$ cat config.mk
export PLATFORM = sky130hd
export DESIGN_NAME = gray_ptr_rx
export DESIGN_NICKNAME = d
export VERILOG_FILES = /design/src/rtl/gray_ptr_rx.sv
export SDC_FILE = /design/constraint.sdc
export NUM_CORES = 1
export LEC_CHECK = 0
export ABC_AREA = 1
export ABC_CLOCK_PERIOD_IN_PS = 3000
export BUFFER_PORTS_ARGS = -buffer_cell sky130_fd_sc_hd__buf_2
export CORE_MARGIN = 4
export CORE_UTILIZATION = 34
export CTS_CLUSTER_DIAMETER = 80
export DETAILED_ROUTE_END_ITERATION = 8
export PLACE_DENSITY = 0.53
export REMOVE_ABC_BUFFERS = 1
export SLEW_MARGIN = 10
export SYNTH_ARGS = -nofsm -noshare
export SYNTH_HDL_FRONTEND = slang
export SYNTH_SLANG_ARGS = --single-unit
$ cat constraint.sdc
create_clock -name clk -period 3 [get_ports clk]
set_input_delay 0.75 -clock clk [delete_from_list [all_inputs] [get_ports clk]]
set_output_delay 0.75 -clock clk [all_outputs]
set_load 0.005 [all_outputs]
$ cat src/rtl/gray_ptr_rx.sv
// Receive side of a gray-coded pointer crossing into the clk domain.
// Synchronizes, decodes to binary, reports the step size and flags protocol violations.
module gray_ptr_rx #(
    parameter int WIDTH       = 4,
    parameter int SYNC_STAGES = 2,
    parameter bit STRICT      = 1'b1
) (
    input  logic             clk,
    input  logic             reset,
    input  logic [WIDTH-1:0] gray_in,
    input  logic             error_clear,
    output logic [WIDTH-1:0] bin_out,
    output logic [WIDTH-1:0] delta,
    output logic             delta_valid,
    output logic             error
);
    localparam logic [WIDTH-1:0] ONE = WIDTH'(1);

    logic [SYNC_STAGES-1:0][WIDTH-1:0] sync_q;
    logic [WIDTH-1:0] g_sync, g_prev, b, d, gx;
    logic             backward, multi, err_set;

    assign g_sync = sync_q[SYNC_STAGES-1];

    // Plain flop chain: nothing may sit between stages.
    always_ff @(posedge clk or posedge reset) begin
        if (reset) begin
            sync_q <= '0;
        end else begin
            sync_q[0] <= gray_in;
            for (int i = 1; i < SYNC_STAGES; i++)
                sync_q[i] <= sync_q[i-1];
        end
    end

    always_comb begin
        b = '0;
        b[WIDTH-1] = g_sync[WIDTH-1];
        for (int i = WIDTH-2; i >= 0; i--)
            b[i] = b[i+1] ^ g_sync[i];
    end

    assign d        = b - bin_out;
    assign backward = d[WIDTH-1];
    assign gx       = g_sync ^ g_prev;
    // Clearing the lowest set bit leaves something only if more than one bit flipped.
    assign multi    = |(gx & (gx - ONE));
    assign err_set  = backward | (STRICT & multi);

    always_ff @(posedge clk or posedge reset) begin
        if (reset) begin
            g_prev      <= '0;
            bin_out     <= '0;
            delta       <= '0;
            delta_valid <= 1'b0;
            error       <= 1'b0;
        end else begin
            g_prev      <= g_sync;
            bin_out     <= b;
            delta_valid <= (d != '0);
            // delta keeps the last step size; delta_valid marks when it is fresh.
            if (d != '0)
                delta <= d;
            error <= err_set | (error & ~error_clear);
        end
    end
endmodule

### After elaboration in Yosys (flattened, before gate mapping)

Cells that the tools add are included.

| word-level totals | value |
|---|---|
| output and inout bits | 10 |
| flip-flop bits (word level) | 22 |
| word-level logic and storage cells | 20 |

| operators by class | value |
|---|---|
| $add $sub $neg | 2 |
| reductions and logical operators | 2 |
| bitwise logic cells | 9 |

Operators by type and width:

| cell | count |
|---|---|
| 4-bit AND | 1 |
| 4-bit nonzero test | 1 |
| 4-bit OR reduction | 1 |
| 4-bit by 1-bit subtractor with 4-bit output (second input constant) | 1 |
| 4-bit subtractor | 1 |
| 4-bit XOR | 1 |
| 1-bit XOR | 3 |
| 1-bit OR | 2 |
| 1-bit AND | 1 |
| 1-bit NOT | 1 |

### Longest topological paths before layout

| logic depth | value |
|---|---|
| depth after elaboration | 6 |
| depth in mapped cells | 17 |
| gate-level depth less buffers | 17 |

### Worst setup path before layout

No wires, ideal clock.

| timing | value |
|---|---|
| kind | reg-to-reg |
| from | register sync_q, in the netlist g_sync[3] |
| to | register delta[2] |
| setup slack | 0.879 ns |
| clock period less this slack | 2.121 ns |
| required time | 2.879 ns |
| stages on the path, launching flop included | 15 |
| library setup time | 0.121 ns |
| arrival | 2.000 ns |
| cell sequence | dfrtp_1 inv_2 nand2_2 nand2_2 nand2_2 nand2_2 nand2_1 nand2_2 inv_2 ha_1 fa_1 xor2_1 and2b_2 nand3_1 nand2_1 |

| between the ends | value |
|---|---|
| word-level cells in the longest chain between the ends | 5 |

RTL lines:

| what | line | source |
|---|---|---|
| start, declared | 19 | `logic [SYNC_STAGES-1:0][WIDTH-1:0] sync_q;` |
| start signal, assigned by index | 32 | `sync_q[i] <= sync_q[i-1];` |
| 1-bit XOR (*) | 40 | `b[i] = b[i+1] ^ g_sync[i];` |
| named net b[2] | 20 | `logic [WIDTH-1:0] g_sync, g_prev, b, d, gx;` |
| 1-bit XOR (*) (2 in a row) | 40 |  |
| named net b[0] | 20 |  |
| 4-bit subtractor (*) | 43 | `assign d = b - bin_out;` |
| 4-bit nonzero test | 62 | `if (d != '0)` |
| end signal, assigned | 54 | `delta <= '0;` |
| end signal, assigned | 63 | `delta <= d;` |
| end, declared | 13 | `output logic [WIDTH-1:0] delta,` |

Mark *: on every way through the listed nets, which the timed path passes. The rest lies on a longest branch.
A chain may end at the register's enable or synchronous reset.

### Worst setup path in the final report

| timing | value |
|---|---|
| from | register sync_q, in the netlist g_sync[2] |
| to | register delta[1] |

The elaborated chain is that of the path after synthesis.

==> run metrics <==
FFs w/ async S/R, synth 1.00; post-synthesis register bit count 21; PostCTS Resize Cnt 0; r2r endpoint delta[1]; global-route wire length before repair 2.50 mm; most frequent cells after synthesis nand2_1, dfrtp_1, inv_1, nand3_1, nand2_2; CP endpoint kind register; post-synth top area share 0.586; total clock sinks 21; R2R Path Start g_sync[2]; CTS buffer count 3; Starting Density 0.359; hold-fix buffer count after cts 0; Tot GR Track Use 0.0936; Synth area leaders dfrtp_1, nand2_1, inv_1; CTS tree done; crit path max fanout 5; ratio of final minimum period to clock period 0.757; most common cell in the netlist nand2_1; height of the die 59.4 um; status completed; Hold Path Sink g_sync[2]; clock slew at reported path FFs 0.12 ns; ratio of cells with drive above 1 in the final layout 0.278; fillers 260; Leak 0.000566 uW; row count 18; Reg area 526 sq um; WP data arrival 2.47 ns; Root Driver clkbuf_4; Post-CTS Setup Inserts 0; Crit-path slowest cell dfrtp_1; Diodes inserted 0; IO buf count 16; Worst EP required 3.20 ns; Post-DRT Antenna Nets 0; PD cells 560 mW/mm^2; Final Net Count 127; Peak Freq 0.440 GHz; die width 59.4 um; routed len/inst 9.28 um; Slew @ Worst Pin 0.794 ns; cells along the critical path inv_1 -> nand2_1 -> nand2_2 -> nand2_2 -> nand2_2 -> nand2_1 -> nand2_2 -> inv_2 -> ha_1 -> fa_1 -> xor2_1 -> and2b_2 -> nand3_1 -> nand2_1; DRT Pass-1 Iters 4; Yosys top cell by area dfrtp_1; Final Critical Period 2.27 ns; reg2reg path depth 14; synth-to-layout area growth 15.6%; final instance area 0.00104 sq mm; synthesized area 897 sq um; Vias/cell 4.29; largest net degree at the start of global routing 22; total gr overflow 0; Max-cap violations 0; placed cell area 0.00101 sq mm; H-tree depth 1; RSZ-0062 raised after global routing false; clock skew 0.00480 ns; crit-path max cell delay 0.43 ns; synthesized area per cell 9.34 sq um; DR iter-0 viols 3; io pins 17; maximum buffer depth of the clock tree 2; total negative slack 0 ns; setup violators final 0; initial antenna violation count 0; routability congestion estimate from global placement 0.779; crit start category register; YS warnings 0; Final Max Slew Viols 0; Fin. Hold Viols 0; post-DP HPWL 1.07 mm; CP Class register to register; Rel. slew slack 0.470; number of synthesized flops with an enable pin 0; vias in the first global route 631; Seq/Total Area, Yosys 0.586; Hold Path Origin sync_q[2]; Hold Path Class register to register; top_reg_cell synth dfrtp_1; Core Region 0.00250 sq mm; CP most frequent cell nand2_2; die area 0.00352 sq mm; Post-Synthesis Cells 96; peak supply drop 0.000353 V; vias 622; later-pin clock latency in the skew report 0.30 ns; worst hold stages 0; Crit path max-delay family simple AND/OR/NAND/NOR gates; area occupied by multi-input gates 304 sq um; CP bufs+invs 2; residual DRC count 0; drt total wl 1.35 mm; Reg2Reg Setup Slack 0.73 ns; synth unique cells 14
sequential cells by signal, summed over array words and instances (netlist names):
signal,count
bin_out,4
delta,4
g_sync,4
sync_q,4
g_prev,3
delta_valid,1
error,1
how the worst max path moves through the flow:
stage | from | endpoint | slack (ns) | cells past startpoint
2_1_floorplan | g_sync[3] | delta[2] | 0.88 | 14
3_3_place_gp | g_sync[2] | delta[1] | 0.74 | 15
3_5_place_dp | g_sync[2] | delta[1] | 0.72 | 14
4_1_cts | g_sync[2] | delta[1] | 0.69 | 14
5_1_grt | g_sync[2] | delta[1] | 0.51 | 15
6_report | g_sync[2] | delta[1] | 0.73 | 14
stage by stage:
stage / total power [uW] / utilization / hold slack [ns] / std cells / worst slack [ns]
after floorplan: 412 / - / 0.331 / 95 / 0.879
after detailed placement: 456 / 0.403 / 0.337 / 141 / 0.723
after CTS: 596 / 0.415 / 0.366 / 145 / 0.695
after global placement: 452 / 0.403 / 0.334 / 141 / 0.740
final: 581 / 0.415 / 0.360 / 145 / 0.729
after global routing: 630 / 0.415 / 0.374 / 145 / 0.512
layout by cell type (no fill, tap or decap):
master and n:
ha_1 3, and2b_2 1, nand3_1 8, dfrtp_1 21, a21oi_1 1, inv_1 13, a21oi_2 1, nand2_1 33
clkinvlp_4 1, fa_1 1, nand2_2 7, nor2_1 2, clkbuf_4 3, xor2_1 1, buf_2 16, inv_2 3
per-layer routing:
metal,routed length [um],vias to the layer above,GRT usage
met5,0,-,0
met4,15,0,0.0194
met3,112,2,0.0458
met2,650,15,0.168
met1,566,283,0.0974
li1,-,322,-
cell type report:
| cell class | instances | area share |
|---|---|---|
| timing repair buffer | 16 | 0.0772 |
| clock buffer | 3 | 0.0217 |
| inverter | 16 | 0.0579 |
| tap | 30 | 0.0362 |
| multi-input combinational | 58 | 0.293 |
| clock inverter | 1 | 0.00724 |
| sequential | 21 | 0.507 |
where the power goes:
part	internal (uW)	total [uW]	switching (uW)
logic	50.4	116	66.1
clock network	50.7	135	84.6
registers	313	329	16.1
cells by family after synthesis:
kind of cell / Yosys count / share of synthesized area
and+or+nand+nor: 51 / 0.250
DFF: 21 / 0.586
buffers and inverters: 17 / 0.0753
adders and majority gates: 4 / 0.0642
AOI/OAI and AO/OA: 2 / 0.0153
xor gates and xnor gates: 1 / 0.00976
Power figures use the tool's default switching activity.
